## src/rtl/jtag_multichain_tap_if.sv

```systemverilog
// ---------------------------------------------------------------------------
// jtag_multichain_tap_if
//   Bundle of the TAP pins, state decodes and user-chain fan-out for
//   jtag_multichain_tap. jtag_tck and tap_resetn are plain module ports and
//   are not part of this interface.
//
//   master : debugger / chain side (drives TMS, TDI, ir_status, chain_tdo)
//   slave  : the TAP controller (drives TDO, OE, state, decodes, chain_sel)
//
//   Signals
//     jtag_tms, jtag_tdi          test mode select / test data in
//     jtag_tdo, jtag_tdo_oe       test data out and its output enable
//     ir_status[IR_WIDTH-3:0]     status captured into IR[IR_WIDTH-1:2]
//     tap_state[3:0]              current controller state
//     tap_TestLogicReset ..
//     tap_UpdateDR                one-hot decodes of selected states
//     chain_sel[NUM_CHAINS-1:0]   one-hot active user chain
//     chain_tdi                   serial data towards the user chains
//     chain_tdo[NUM_CHAINS-1:0]   serial return of each user chain
// ---------------------------------------------------------------------------
interface jtag_multichain_tap_if #(
    parameter int IR_WIDTH   = 5,
    parameter int NUM_CHAINS = 4
);
    logic                    jtag_tms;
    logic                    jtag_tdi;
    logic                    jtag_tdo;
    logic                    jtag_tdo_oe;
    logic [IR_WIDTH-3:0]     ir_status;
    logic [3:0]              tap_state;
    logic                    tap_TestLogicReset;
    logic                    tap_CaptureDR;
    logic                    tap_ShiftDR;
    logic                    tap_PauseDR;
    logic                    tap_UpdateDR;
    logic [NUM_CHAINS-1:0]   chain_sel;
    logic                    chain_tdi;
    logic [NUM_CHAINS-1:0]   chain_tdo;

    modport master (
        output jtag_tms, jtag_tdi, ir_status, chain_tdo,
        input  jtag_tdo, jtag_tdo_oe, tap_state, tap_TestLogicReset,
               tap_CaptureDR, tap_ShiftDR, tap_PauseDR, tap_UpdateDR,
               chain_sel, chain_tdi
    );

    modport slave (
        input  jtag_tms, jtag_tdi, ir_status, chain_tdo,
        output jtag_tdo, jtag_tdo_oe, tap_state, tap_TestLogicReset,
               tap_CaptureDR, tap_ShiftDR, tap_PauseDR, tap_UpdateDR,
               chain_sel, chain_tdi
    );
endinterface

```

## src/rtl/jtag_multichain_tap.sv

```systemverilog
// ---------------------------------------------------------------------------
// jtag_multichain_tap
//   IEEE 1149.1 TAP controller with IDCODE, optional USERCODE, BYPASS and
//   NUM_CHAINS user debug chains selected by opcodes CHAIN_BASE+k.
//   No boundary scan: EXTEST / SAMPLE_PRELOAD and unknown opcodes act as
//   BYPASS.
//
//   Ports
//     jtag_tck    test clock (state and shift registers on rising edge,
//                 instruction, chain_sel and TDO on falling edge)
//     tap_resetn  asynchronous active-low reset (TRSTn + power-on)
//     bus         jtag_multichain_tap_if.slave (pins, decodes, chains)
//
//   Configuration macro
//     JTAG_TAP_USERCODE_EN  implements the USERCODE register (opcode 6);
//                           when undefined opcode 6 decodes as BYPASS.
// ---------------------------------------------------------------------------
module jtag_multichain_tap #(
    parameter int          IR_WIDTH      = 5,
    parameter int          NUM_CHAINS    = 4,
    parameter int          CHAIN_BASE    = 8,
    parameter logic [31:0] JTAG_IDCODE   = 32'h000009DD,
    parameter logic [31:0] JTAG_USERCODE = 32'h0
) (
    input  logic                 jtag_tck,
    input  logic                 tap_resetn,
    jtag_multichain_tap_if.slave bus
);

    typedef enum logic [3:0] {
        TLR   = 4'h0, RTI   = 4'h1, SELDR = 4'h2, CAPDR = 4'h3,
        SHDR  = 4'h4, EX1DR = 4'h5, PSDR  = 4'h6, EX2DR = 4'h7,
        UPDDR = 4'h8, SELIR = 4'h9, CAPIR = 4'hA, SHIR  = 4'hB,
        EX1IR = 4'hC, PSIR  = 4'hD, EX2IR = 4'hE, UPDIR = 4'hF
    } tap_state_e;

    localparam logic [IR_WIDTH-1:0] OP_IDCODE   = IR_WIDTH'(2);
    localparam logic [IR_WIDTH-1:0] OP_USERCODE = IR_WIDTH'(6);

    tap_state_e               state_reg, state_next;
    logic [IR_WIDTH-1:0]      ir_shift_reg;
    logic [IR_WIDTH-1:0]      ir_reg, ir_next;
    logic [NUM_CHAINS-1:0]    chain_sel_reg, chain_hit;
    logic                     bypass_reg;
    logic [31:0]              idcode_reg;
    logic                     tdo_reg, tdo_oe_reg;
    logic                     sel_idcode, sel_usercode, sel_chain, sel_bypass;
    logic                     dr_tdo;

    // ---------------- controller FSM ----------------
    always_ff @(posedge jtag_tck or negedge tap_resetn) begin
        if (!tap_resetn) state_reg <= TLR;
        else             state_reg <= state_next;
    end

    always_comb begin
        state_next = TLR;
        case (state_reg)
            TLR:   state_next = bus.jtag_tms ? TLR   : RTI;
            RTI:   state_next = bus.jtag_tms ? SELDR : RTI;
            SELDR: state_next = bus.jtag_tms ? SELIR : CAPDR;
            CAPDR: state_next = bus.jtag_tms ? EX1DR : SHDR;
            SHDR:  state_next = bus.jtag_tms ? EX1DR : SHDR;
            EX1DR: state_next = bus.jtag_tms ? UPDDR : PSDR;
            PSDR:  state_next = bus.jtag_tms ? EX2DR : PSDR;
            EX2DR: state_next = bus.jtag_tms ? UPDDR : SHDR;
            UPDDR: state_next = bus.jtag_tms ? SELDR : RTI;
            SELIR: state_next = bus.jtag_tms ? TLR   : CAPIR;
            CAPIR: state_next = bus.jtag_tms ? EX1IR : SHIR;
            SHIR:  state_next = bus.jtag_tms ? EX1IR : SHIR;
            EX1IR: state_next = bus.jtag_tms ? UPDIR : PSIR;
            PSIR:  state_next = bus.jtag_tms ? EX2IR : PSIR;
            EX2IR: state_next = bus.jtag_tms ? UPDIR : SHIR;
            UPDIR: state_next = bus.jtag_tms ? SELDR : RTI;
            default: state_next = TLR;
        endcase
    end

    assign bus.tap_state          = state_reg;
    assign bus.tap_TestLogicReset = (state_reg == TLR);
    assign bus.tap_CaptureDR      = (state_reg == CAPDR);
    assign bus.tap_ShiftDR        = (state_reg == SHDR);
    assign bus.tap_PauseDR        = (state_reg == PSDR);
    assign bus.tap_UpdateDR       = (state_reg == UPDDR);

    // ---------------- instruction path ----------------
    always_ff @(posedge jtag_tck or negedge tap_resetn) begin
        if (!tap_resetn) begin
            ir_shift_reg <= '0;
        end else if (state_reg == CAPIR) begin
            ir_shift_reg <= {bus.ir_status, 2'b01};
        end else if (state_reg == SHIR) begin
            ir_shift_reg <= {bus.jtag_tdi, ir_shift_reg[IR_WIDTH-1:1]};
        end
    end

    always_comb begin
        ir_next = ir_reg;
        if (state_reg == UPDIR)    ir_next = ir_shift_reg;
        else if (state_reg == TLR) ir_next = OP_IDCODE;
    end

    // chain_sel is decoded from the next instruction so it is registered on
    // the same falling edge as the instruction itself.
    for (genvar gi = 0; gi < NUM_CHAINS; gi++) begin : g_chain_dec
        assign chain_hit[gi] = (ir_next == IR_WIDTH'(CHAIN_BASE + gi));
    end

    always_ff @(negedge jtag_tck or negedge tap_resetn) begin
        if (!tap_resetn) begin
            ir_reg        <= OP_IDCODE;
            chain_sel_reg <= '0;
        end else begin
            ir_reg        <= ir_next;
            chain_sel_reg <= chain_hit;
        end
    end

    assign bus.chain_sel = chain_sel_reg;
    assign bus.chain_tdi = bus.jtag_tdi;

    assign sel_chain  = |chain_sel_reg;
    assign sel_idcode = (ir_reg == OP_IDCODE);
    assign sel_bypass = !sel_chain && !sel_idcode && !sel_usercode;

    // ---------------- data registers ----------------
    always_ff @(posedge jtag_tck or negedge tap_resetn) begin
        if (!tap_resetn) begin
            bypass_reg <= 1'b0;
        end else if (sel_bypass) begin
            if (state_reg == CAPDR)     bypass_reg <= 1'b0;
            else if (state_reg == SHDR) bypass_reg <= bus.jtag_tdi;
        end
    end

    always_ff @(posedge jtag_tck or negedge tap_resetn) begin
        if (!tap_resetn) begin
            idcode_reg <= JTAG_IDCODE;
        end else if (sel_idcode) begin
            if (state_reg == CAPDR)     idcode_reg <= JTAG_IDCODE;
            else if (state_reg == SHDR) idcode_reg <= {bus.jtag_tdi, idcode_reg[31:1]};
        end
    end

`ifdef JTAG_TAP_USERCODE_EN
    logic [31:0] usercode_reg;

    assign sel_usercode = (ir_reg == OP_USERCODE);

    always_ff @(posedge jtag_tck or negedge tap_resetn) begin
        if (!tap_resetn) begin
            usercode_reg <= JTAG_USERCODE;
        end else if (sel_usercode) begin
            if (state_reg == CAPDR)     usercode_reg <= JTAG_USERCODE;
            else if (state_reg == SHDR) usercode_reg <= {bus.jtag_tdi, usercode_reg[31:1]};
        end
    end
`else
    logic unused_usercode;

    assign sel_usercode    = 1'b0;
    assign unused_usercode = ^{JTAG_USERCODE, OP_USERCODE};
`endif

    // chain_sel is one-hot, so masking and OR-reducing picks the active chain.
    always_comb begin
        dr_tdo = bypass_reg;
        if (sel_chain)       dr_tdo = |(chain_sel_reg & bus.chain_tdo);
        else if (sel_idcode) dr_tdo = idcode_reg[0];
`ifdef JTAG_TAP_USERCODE_EN
        else if (sel_usercode) dr_tdo = usercode_reg[0];
`endif
    end

    // ---------------- TDO driver ----------------
    always_ff @(negedge jtag_tck or negedge tap_resetn) begin
        if (!tap_resetn) begin
            tdo_reg    <= 1'b0;
            tdo_oe_reg <= 1'b0;
        end else begin
            tdo_oe_reg <= (state_reg == SHIR) || (state_reg == SHDR);
            if (state_reg == SHIR)      tdo_reg <= ir_shift_reg[0];
            else if (state_reg == SHDR) tdo_reg <= dr_tdo;
        end
    end

    assign bus.jtag_tdo    = tdo_reg;
    assign bus.jtag_tdo_oe = tdo_oe_reg;

endmodule

```

## src/flat_wrapper.sv

```systemverilog
// flat-port wrapper written by rule: the top's interface ports become plain ports
module jtag_multichain_tap_flat 
#(
    parameter int          IR_WIDTH      = 5,
    parameter int          NUM_CHAINS    = 4,
    parameter int          CHAIN_BASE    = 8,
    parameter logic [31:0] JTAG_IDCODE   = 32'h000009DD,
    parameter logic [31:0] JTAG_USERCODE = 32'h0
)
  (jtag_tck, tap_resetn, bus_jtag_tms, bus_jtag_tdi, bus_ir_status, bus_chain_tdo, bus_jtag_tdo, bus_jtag_tdo_oe, bus_tap_state, bus_tap_TestLogicReset, bus_tap_CaptureDR, bus_tap_ShiftDR, bus_tap_PauseDR, bus_tap_UpdateDR, bus_chain_sel, bus_chain_tdi);
  jtag_multichain_tap_if #(.IR_WIDTH(IR_WIDTH), .NUM_CHAINS(NUM_CHAINS)) bus_i ();
  input  logic jtag_tck;
  input  logic tap_resetn;
  input wire logic [$bits(bus_i.jtag_tms)-1:0] bus_jtag_tms;
  input wire logic [$bits(bus_i.jtag_tdi)-1:0] bus_jtag_tdi;
  input wire logic [$bits(bus_i.ir_status)-1:0] bus_ir_status;
  input wire logic [$bits(bus_i.chain_tdo)-1:0] bus_chain_tdo;
  output wire logic [$bits(bus_i.jtag_tdo)-1:0] bus_jtag_tdo;
  output wire logic [$bits(bus_i.jtag_tdo_oe)-1:0] bus_jtag_tdo_oe;
  output wire logic [$bits(bus_i.tap_state)-1:0] bus_tap_state;
  output wire logic [$bits(bus_i.tap_TestLogicReset)-1:0] bus_tap_TestLogicReset;
  output wire logic [$bits(bus_i.tap_CaptureDR)-1:0] bus_tap_CaptureDR;
  output wire logic [$bits(bus_i.tap_ShiftDR)-1:0] bus_tap_ShiftDR;
  output wire logic [$bits(bus_i.tap_PauseDR)-1:0] bus_tap_PauseDR;
  output wire logic [$bits(bus_i.tap_UpdateDR)-1:0] bus_tap_UpdateDR;
  output wire logic [$bits(bus_i.chain_sel)-1:0] bus_chain_sel;
  output wire logic [$bits(bus_i.chain_tdi)-1:0] bus_chain_tdi;
  assign bus_i.jtag_tms = bus_jtag_tms;
  assign bus_i.jtag_tdi = bus_jtag_tdi;
  assign bus_i.ir_status = bus_ir_status;
  assign bus_i.chain_tdo = bus_chain_tdo;
  assign bus_jtag_tdo = bus_i.jtag_tdo;
  assign bus_jtag_tdo_oe = bus_i.jtag_tdo_oe;
  assign bus_tap_state = bus_i.tap_state;
  assign bus_tap_TestLogicReset = bus_i.tap_TestLogicReset;
  assign bus_tap_CaptureDR = bus_i.tap_CaptureDR;
  assign bus_tap_ShiftDR = bus_i.tap_ShiftDR;
  assign bus_tap_PauseDR = bus_i.tap_PauseDR;
  assign bus_tap_UpdateDR = bus_i.tap_UpdateDR;
  assign bus_chain_sel = bus_i.chain_sel;
  assign bus_chain_tdi = bus_i.chain_tdi;
  jtag_multichain_tap #(.IR_WIDTH(IR_WIDTH), .NUM_CHAINS(NUM_CHAINS), .CHAIN_BASE(CHAIN_BASE), .JTAG_IDCODE(JTAG_IDCODE), .JTAG_USERCODE(JTAG_USERCODE)) u_core (.jtag_tck(jtag_tck), .tap_resetn(tap_resetn), .bus(bus_i));
endmodule
```

## config.mk

```make
export PLATFORM = sky130hd
export DESIGN_NAME = jtag_multichain_tap_flat
export DESIGN_NICKNAME = d
export VERILOG_FILES = /design/src/rtl/jtag_multichain_tap_if.sv /design/src/rtl/jtag_multichain_tap.sv /design/src/flat_wrapper.sv
export SDC_FILE = /design/constraint.sdc
export NUM_CORES = 1
export LEC_CHECK = 0
export BUFFER_PORTS_ARGS = -buffer_cell sky130_fd_sc_hd__clkbuf_2
export CAP_MARGIN = 30
export CORE_MARGIN = 4
export CORE_UTILIZATION = 35
export CTS_BUF_LIST = sky130_fd_sc_hd__clkbuf_8
export DETAILED_ROUTE_END_ITERATION = 7
export GPL_TIMING_DRIVEN = 1
export PLACE_DENSITY_LB_ADDON = 0.25
export SLEW_MARGIN = 20
export SYNTH_ARGS = -nofsm -noshare
export SYNTH_HDL_FRONTEND = slang
export SYNTH_SLANG_ARGS = --single-unit
```

## constraint.sdc

```tcl
create_clock -name jtag_tck -period 4.5 [get_ports jtag_tck]
set_input_delay 1.125 -clock jtag_tck [delete_from_list [all_inputs] [get_ports jtag_tck]]
set_output_delay 1.125 -clock jtag_tck [all_outputs]
set_load 0.02 [all_outputs]
```

Word-level counts from Yosys, hierarchy flattened. Index checks and enable logic that the tools add are counted.

Bits in registers: 53. Bits in latches: 0. Memory bits (writable): 0. ROM bits: 0. Input bits: 11. Output and inout bits: 16. Logic and storage cells: 69. Memories kept: 0.

$add $sub $neg: 0. Multipliers: 0. Divide/modulo/power cells: 0. Order comparisons: 0. Equal/unequal tests: 20. Shift operators: 0. Mux-type cells: 25. Bitwise gates (word level): 1. Reduce and logical (&&, ||, !) cells: 15.

Operators by type and width (number): $mux 32 (2); $pmux 4 s12 (1); $eq 4x4->1 const B (8); $eq 5x4->1 const B (4); $mux 5 (4); $eq 4x3->1 const B (4); $mux 4 (4); $mux 1 (9); $eq 4x2->1 const B (2); $reduce_or 4->1 (2); $mux 2 (3); $mux 3 (2); $reduce_bool 2->1 (3); $eq 5x2->1 const B (1); $and 4x4->4 (1); $eq 4x1->1 const B (1); $logic_not 4->1 (1); $reduce_and 2->1 (2); $reduce_or 2->1 (2); $reduce_or 3->1 (1); $logic_not 1->1 (2); $logic_and 1x1->1 (1); $logic_or 1x1->1 (1).

Longest topological paths before layout. Gate-level depths: netlist of run 1.

Depth after elaboration: 5. Mapped depth: 8. Mapped depth without buffers: 6.

==> results.cfg, run 1 <==
[status]
status = finished, final reports clean

[synthesis]
synth_cell_types = 47
synth_fp_nets = 280
yosysWarnings = 0
synth_cells = 269
synth_top_area_share_pct = 32.6
yosysSeqAreaShare_pct = 51.2
yosys-top-cells-area = dfrtp_1, dfrtn_1, nand2_1
synth_area_leader_cell = dfrtp_1
async_flop_share_pct = 100
ys.flop_type = dfrtp_1
synth_area_per_cell_sq_um = 9.71
syn-cell-area_sq_mm = 0.00261
ys_ff_latch = 53
synth_edf_count = 0

[sta]
tightest_slew_ps = 747
rsz0062_at_grt = false
drv_slew = 0
finalHoldViolCount = 0
finalSetupTns_ps = 0
clock_skew_ps = 49.3
final-setup-viol-count = 0
max_slew_margin_pct = 50.2

[grt]
antenna_found_initial = 0
grt_use_total_pct = 12.8
grt_start_max_net_pins = 65
overflow = 0
grt_pass1_vias = 1866
grt_pass1_wl_mm = 8.89

[clocking]
clk_latency_ps = 350
clockBufferDepth = 2
cts_made_buffers = 5
postCtsHoldBufs = 0
cts_root_buf = clkbuf_8
post_cts_buffers = 0
clk_pin_slew_ps = 100
cts_resized = 0
htree_num_levels = 2
cts_tree = built
clock_sinks = 53

[cells_and_area]
syn_to_final_growth_pct = 12.4
layoutNonFillerInstCount = 396
final_nets = 307
drive_gt1_share_pct = 30.3
diodes = 0
largest_register_ffs = 32
layout_common_cells = nand2_1, dfrtp_1, o21ai_2
final_common_cell = nand2_1

[setup_path]
critPathRequiredTime_ps = 3380
cp_max_fo = 3
timing.rr.start = u_core.bus.tap_state[0]$_DFF_PN0_
crit_buf_inv = 1
cp-end-kind = primary output
crit_path_start_kind = flop
cp_cell_sequence = clkbuf_2
critPathKind = reg -> out
cpMaxStageDelayCell = dfrtn_1
critPathMaxStageDelay_ps = 460
crit_family = flip-flops
critical_path_arrival_ps = 3200
crit_start = u_core.bus.jtag_tdo$_DFFE_NN0P_

[floorplanning]
ios = 27
die_h_um = 94.4
initial_utilization_pct = 36.0
rows = 31
dieWidth_um = 94.4
coreArea_sq_mm = 0.00725
die_area_sq_mm = 0.00891

[drt]
drc = 0
viasPerCell = 4.88
wl_mm = 5.14
drt-pass1-iter-count = 4
via_count = 1932
wl_per_cell_um = 13.0
antenna_left = 0
drt_iter0_markers = 49

[power]
power.total_mw = 2.03
p_leak_nw = 1.32
p_per_area_mw_per_mm2 = 690
vdd_drop_max_mv = 0.338

[placed_design]
hpwlAfterDp_mm = 3.57
portBuffers = 26
placedCellCount = 388
place_congestion = 0.711

[min_path]
hp-start = u_core.idcode_reg[3]$_DFFE_PN1P_
min-delay-path-class = reg -> reg

[run]
max-cap-violations = 0
per-layer routing:
| metal | vias up | wire [um] | GRT usage, % |
|---|---|---|---|
| li1 | 996 | - | - |
| met1 | 913 | 2400 | 16.1 |
| met2 | 19 | 2530 | 20.6 |
| met3 | 4 | 162 | 3.90 |
| met4 | 0 | 53 | 4.93 |
| met5 | - | 0 | 0 |
stage by stage:
step                      hold WS (ps)  worst slack, ps  instance area [sq um]  utilization, %
after global placement             453              380                   2830            39.0
final                              468              172                   2940            40.5
after CTS                          471              155                   2940            40.5
after global routing               481              118                   2940            40.5
after floorplan                    440              585                   2610               -
after detailed placement           456              354                   2830            39.0
tightest hold or removal path: stages, from the launching register on:
cell	delay, ps
dfstp_2	380
nand2_1	40
o21ai_1	50
layout make-up:
type / count / area [sq um]
clock buffer: 5 / 68.8
clock inverter: 4 / 42.5
fill: 739 / 4320
inverter: 9 / 35.0
multi-input combinational: 186 / 1090
sequential: 53 / 1340
tap: 99 / 124
timing repair buffer: 40 / 235
final timing paths:
| kind | slack, ps | depth (start not counted) | endpoint |
|---|---|---|---|
| setup / recovery | 170 | 1 | bus_jtag_tdo |
| hold / removal | 470 | 2 | u_core.idcode_reg[3]$_DFFE_PN1P_ |
| setup reg to reg | 560 | 4 | u_core.bus.chain_sel[1]$_DFF_NN0_ |
| hold reg to reg | 470 | 2 | u_core.idcode_reg[3]$_DFFE_PN1P_ |
| max in group asynchronous | 1140 | 2 | u_core.ir_reg[2]$_DFF_NN0_ |
| min in group asynchronous | 730 | 1 | u_core.bus.tap_state[1]$_DFF_PN0_ |
cell families after synthesis:
logic type | after synthesis | share of synthesized area [%]
AOI/OAI and AO/OA | 72 | 21.1
DFF | 53 | 51.2
and+or+nand+nor | 110 | 19.2
xor gates and xnor gates | 1 | 0.335
muxes | 3 | 1.15
buffers and inverters | 30 | 6.95
cells in the mapped netlist, types with 2 or more instances:
master and count:
nor4_1 4, buf_2 3, or3_1 2, dfrtp_1 34, and3_1 5, clkbuf_1 7
nor3_1 2, dfstp_2 9, mux2i_1 3, buf_4 3, inv_1 9, a22oi_1 2
o22ai_1 4, o21ai_2 28, buf_6 7, o32ai_1 2, a21oi_1 8, nor2_1 15
a221oi_1 2, nor2b_1 2, o21ai_0 10, nand2b_1 2, dfrtn_1 10, o21ai_1 4
nand2_1 66, nand3_1 5
power breakdown:
group	internal, mW	total (mW)	leakage, nW	switching [mW]
clock	0.164	0.324	0.0646	0.160
sequential	0.652	0.777	0.680	0.125
combinational	0.332	0.924	0.575	0.592
total	1.15	2.03	1.32	0.877
No activity file was read; power rests on OpenSTA's default activity.
==> run 2: changes to the inputs <==
ABC_AREA = 1   (was unset)
CORE_UTILIZATION = 45   (was 35)
RECOVER_POWER = 100   (was unset)
==> run 2 against run 1 <==
  * Clock skew up 11 ps
  * Sequential cell count unchanged
  * Clock power down 22%
  * Sequential share of layout area up 3.8 points
  * Largest cell class unchanged
  * Largest power group is now sequential cells
==> results.cfg, run 2 <==
[setup_path]
critPathRequiredTime_ps = 3380
crit_buf_inv = 1
cp-end-kind = primary output
crit_path_start_kind = flop
critPathMaxStageDelay_ps = 440
crit_family = flip-flops
cp_cell_sequence = clkbuf_1
cp_max_fo = 3
timing.rr.start = u_core.ir_reg[1]$_DFF_NN1_
critical_path_arrival_ps = 3230
r2r_cells = 8
timing.rr.end = u_core.idcode_reg[1]$_DFFE_PN0P_
critPathKind = reg -> out
cpMaxStageDelayCell = dfrtn_1
rrSetupSlack_ps = 490
crit_start = u_core.bus.chain_sel[3]$_DFF_NN0_

[synthesis]
synth_area_per_cell_sq_um = 8.87
synth_cell_types = 25
synth_fp_nets = 305
syn-cell-area_sq_mm = 0.00261
synth_top_area_share_pct = 32.6
yosys-top-cells-area = dfrtp_1, nand2_1, o21ai_2
synth_cells = 294
yosysSeqAreaShare_pct = 51.3
ys_ff_latch = 53
synth_common_cells = nand2_1, dfrtp_1, o21ai_2, nor2_1
synth_area_leader_cell = dfrtp_1
yosysWarnings = 0
async_flop_share_pct = 100
synth_edf_count = 0
ys.flop_type = dfrtp_1
synth.most_common_cell = nand2_1

[placed_design]
post-place-ws_ps = 463
place_congestion = 0.866
placedCellCount = 387
portBuffers = 26
hpwlAfterDp_mm = 3.57
place_area_sq_mm = 0.00278

[cells_and_area]
fin_util_pct = 48.6
final_nets = 333
drive_gt1_share_pct = 16.7
fill_cells = 605
ff_latch_area_sq_mm = 0.00134
layout_common_cells = nand2_1, dfrtp_1, nor2_1, inv_1, o21ai_0
final_common_cell = nand2_1
largest_register_ffs = 32
layoutNonFillerInstCount = 395
stdcell_area_sq_mm = 0.00271
diodes = 0
multi_input_area_sq_um = 970
syn_to_final_growth_pct = 3.98

[floorplanning]
dieWidth_um = 84.1
rows = 27
die_area_sq_mm = 0.00708
ios = 27
initial_utilization_pct = 46.8
die_h_um = 84.1
coreArea_sq_mm = 0.00557

[drt]
antenna_left = 0
wl_mm = 4.87
drt_iter0_markers = 122
wl_per_cell_um = 12.3
drt-pass1-iter-count = 4
viasPerCell = 4.95
via_count = 1957
drc = 0

[sta]
rsz0062_at_grt = false
setup_slack_ps = 144
finalSetupTns_ps = 0
final-setup-viol-count = 0
max_slew_margin_pct = 32.9
finalHoldViolCount = 0
tightest_slew_ps = 1010
whs_ps = 479
clock_skew_ps = 60.1
drv_slew = 0

[power]
p_per_area_mw_per_mm2 = 572
vdd_drop_max_mv = 0.239
power.total_mw = 1.55
p_leak_nw = 1.30

[grt]
grt_pass1_wl_mm = 8.60
antenna_found_initial = 0
overflow = 0
grt_pass1_vias = 1874
grt_start_max_net_pins = 31
grt_use_total_pct = 14.7

[min_path]
min-delay-path-class = reg -> reg
hold_depth = 2
hold-path-endpoint = u_core.idcode_reg[4]$_DFFE_PN1P_
hp-start = u_core.idcode_reg[4]$_DFFE_PN1P_

[clocking]
cts_resized = 0
clk_pin_slew_ps = 90
htree_num_levels = 2
clock_sinks = 53
clk_latency_ps = 350
cts_made_buffers = 5
post_cts_buffers = 0
clockBufferDepth = 2
postCtsHoldBufs = 0
cts_root_buf = clkbuf_8
cts_tree = built

[status]
status = finished, final reports clean

[run]
max-cap-violations = 0
==> run 2: worst min-delay path, cell delays in order, from the launching register on <==
cell and delay, ps:
dfstp_2 380, nand2_2 60, o21ai_2 40
==> run 2: per-layer routing <==
metal  global-route usage, %  wire length [um]  vias up
li1                        -                 -      989
met1                    20.4              2390      913
met2                    22.5              2170       48
met3                    4.34               269        7
met4                    4.09                47        0
met5                       0                 0        -
==> run 2: cells by family after synthesis <==
logic type | after synthesis | synth area share, %
and+or+nand+nor | 156 | 27.0
buffers and inverters | 37 | 7.20
AOI/OAI and AO/OA | 48 | 14.5
DFF | 53 | 51.3
==> run 2: cell type report <==
type | instances | area share (%)
flip-flops and latches | 53 | 49.3
multi-input cells | 204 | 35.8
repair buffers | 30 | 4.71
inverters | 27 | 3.74
well taps | 72 | 3.32
clock buffers | 5 | 2.54
clock inverters | 4 | 0.600
==> run 2: worst max-delay path by stage <==
stage	end	slack, ps	depth (start not counted)
floorplan	bus_chain_sel[2]	620	0
global route	bus_chain_sel[3]	100	1
detailed placement	u_core.bus.jtag_tdo$_DFFE_NN0P_	460	7
CTS	bus_chain_sel[3]	190	1
global placement	u_core.bus.jtag_tdo$_DFFE_NN0P_	490	7
finish	bus_chain_sel[3]	140	1
==> run 2: power by group <==
group	switching [mW]	internal, mW
registers	0.0837	0.621
logic	0.418	0.176
clock network	0.146	0.106
==> run 3: changes to the inputs <==
ABC_AREA = unset   (was 1)
==> run 3 against run 2 <==
  * Largest power group unchanged
  * Routed wire length up 1.7%
  * Largest cell class unchanged
  * The run now ends with capacitance limit, slew limit left
  * Critical path type unchanged
  * Clock power rose by 3%
  * Critical endpoint is now bus_chain_sel[1]
  * Sequential cell count unchanged
  * Clock-buffer cell count did not move
  * Clock skew grew 0.54 ps
  * Via count decreased by 2.5%
  * Critical path depth did not move
  * Highest routed layer unchanged
==> results.cfg, run 3 (synthesis results as in run 1) <==
[cells_and_area]
stdcell_area_sq_mm = 0.00267
syn_to_final_growth_pct = 2.35
fill_cells = 600
largest_register_ffs = 32
final_nets = 302
layout_common_cells = nand2_1, o21ai_0, dfrtp_1
drive_gt1_share_pct = 11.3
diodes = 0
fin_util_pct = 47.9
final_common_cell = nand2_1

[sta]
tightest_slew_ps = 1760
setup_slack_ps = 122
rsz0062_at_grt = false
max_slew_margin_pct = -17.2
finalSetupTns_ps = 0
finalHoldViolCount = 0
clock_skew_ps = 60.7
drv_slew = 34
final-setup-viol-count = 0

[placed_design]
place_congestion = 0.758
hpwlAfterDp_mm = 3.36
portBuffers = 26
place_area_sq_mm = 0.00276
post-place-ws_ps = 397

[drt]
drt_iter0_markers = 104
wl_per_cell_um = 13.6
viasPerCell = 5.24
antenna_left = 0
drt-pass1-iter-count = 6
drc = 0
via_count = 1908
wl_mm = 4.95

[power]
intPower_mw = 1.01
p_sw_share_pct = 43.8
p_sw_mw = 0.788
seqPwrFrac_pct = 43.8
vdd_drop_max_mv = 0.342
power.total_mw = 1.80
p_per_area_mw_per_mm2 = 673
pwr-share-comb_pct = 41.7
p_leak_nw = 1.16
power_frac_clock_pct = 14.4

[setup_path]
cp_cell_sequence = clkbuf_1
crit_family = flip-flops
cp-end-kind = primary output
cpMaxStageDelayCell = dfrtn_1
cp_max_fo = 4
rrSetupSlack_ps = 340
critical_path_arrival_ps = 3250
crit_path_start_kind = flop
critPathKind = reg -> out
crit_buf_inv = 1
critPathRequiredTime_ps = 3380
critPathMaxStageDelay_ps = 450

[clocking]
clockBufferDepth = 2
htree_num_levels = 2
cts_root_buf = clkbuf_8
clk_latency_ps = 350
cts_made_buffers = 5
clk_pin_slew_ps = 90
post_cts_buffers = 0
cts_tree = built
clock_sinks = 53
cts_resized = 0
postCtsHoldBufs = 0

[grt]
grtUsageMet1_pct = 19.4
grt_use_total_pct = 14.8
grt_pass1_vias = 1895
grt_pass1_wl_mm = 8.65
top_usage_layer = met2
grt_start_max_net_pins = 65
use_met2_pct = 23.8
antenna_found_initial = 0
overflow = 0
use_met3_pct = 2.45

[status]
status = complete, but fails checks
violations = capacitance limit, slew limit

[run]
max-cap-violations = 1

[floorplanning]
dieWidth_um = 84.2
coreArea_sq_mm = 0.00557
rows = 27
die_area_sq_mm = 0.00709
die_h_um = 84.2
ios = 27
initial_utilization_pct = 46.8

[min_path]
min-delay-path-class = reg -> reg
-- run 3: cell types whose count changed in the layout (fill, tap and decap cells not counted), moves of 5 or more --
cell / previous run / this run
o21ai_2: 18 / 0
nand2_2: 6 / 0
inv_1: 25 / 9
a21oi_1: 3 / 8
nand2_1: 102 / 66
nand3_1: 17 / 5
nor2_1: 25 / 15
o21ai_0: 22 / 41
and3_1: 0 / 5
-- run 3: worst register-to-register path, delay by kind of cell (launching register included) --
kind                   cells  cell delay (ps)
DFF                        1              510
and+or+nand+nor            1              280
AOI/OAI and AO/OA          3              770
buffers and inverters      1              360
-- run 3: final cells by class --
class | instances | area [sq um] | share of cell area [%]
Clock buffer | 5 | 68.8 | 2.57
Clock inverter | 4 | 16.3 | 0.609
Timing Repair Buffer | 35 | 155 | 5.81
Multi-Input combinational cell | 186 | 970 | 36.3
Tap cell | 72 | 90.1 | 3.37
Sequential cell | 53 | 1340 | 50.0
Inverter | 9 | 35.0 | 1.31
-- run 3: final timing paths --
check                                                       start                            endpoint  cells after the start
worst max-delay path            u_core.bus.chain_sel[1]$_DFF_NN0_                    bus_chain_sel[1]                      1
worst min-delay path             u_core.idcode_reg[0]$_DFFE_PN1P_    u_core.idcode_reg[0]$_DFFE_PN1P_                      2
worst max register to register  u_core.bus.tap_state[2]$_DFF_PN0_   u_core.bus.chain_sel[2]$_DFF_NN0_                      5
worst min register to register   u_core.idcode_reg[0]$_DFFE_PN1P_    u_core.idcode_reg[0]$_DFFE_PN1P_                      2
max in group asynchronous                              tap_resetn          u_core.ir_reg[3]$_DFF_NN0_                      1
min in group asynchronous                              tap_resetn  u_core.ir_shift_reg[0]$_DFFE_PN0N_                      1
-- run 3: per-stage QoR --
stage,cells,hold slack (ps)
4_1_cts,364,469
6_report,364,467
5_1_grt,364,482
3_5_place_dp,356,456
3_3_place_gp,356,452
2_1_floorplan,269,440
-- run 3: power by group through the flow --
stage / clock network, mW / logic, mW / registers (mW)
after floorplan: 0.00278 / 0.762 / 0.780
after global placement: 0.00278 / 0.885 / 0.793
after detailed placement: 0.00278 / 0.907 / 0.797
after CTS: 0.271 / 0.909 / 0.789
after global routing: 0.293 / 0.863 / 0.816
final: 0.259 / 0.751 / 0.789
-- run 3: routing by layer --
metal,routed length (um),vias up
li1,-,967
met5,0,-
met3,124,12
met2,2310,29
met4,121,0
met1,2400,900
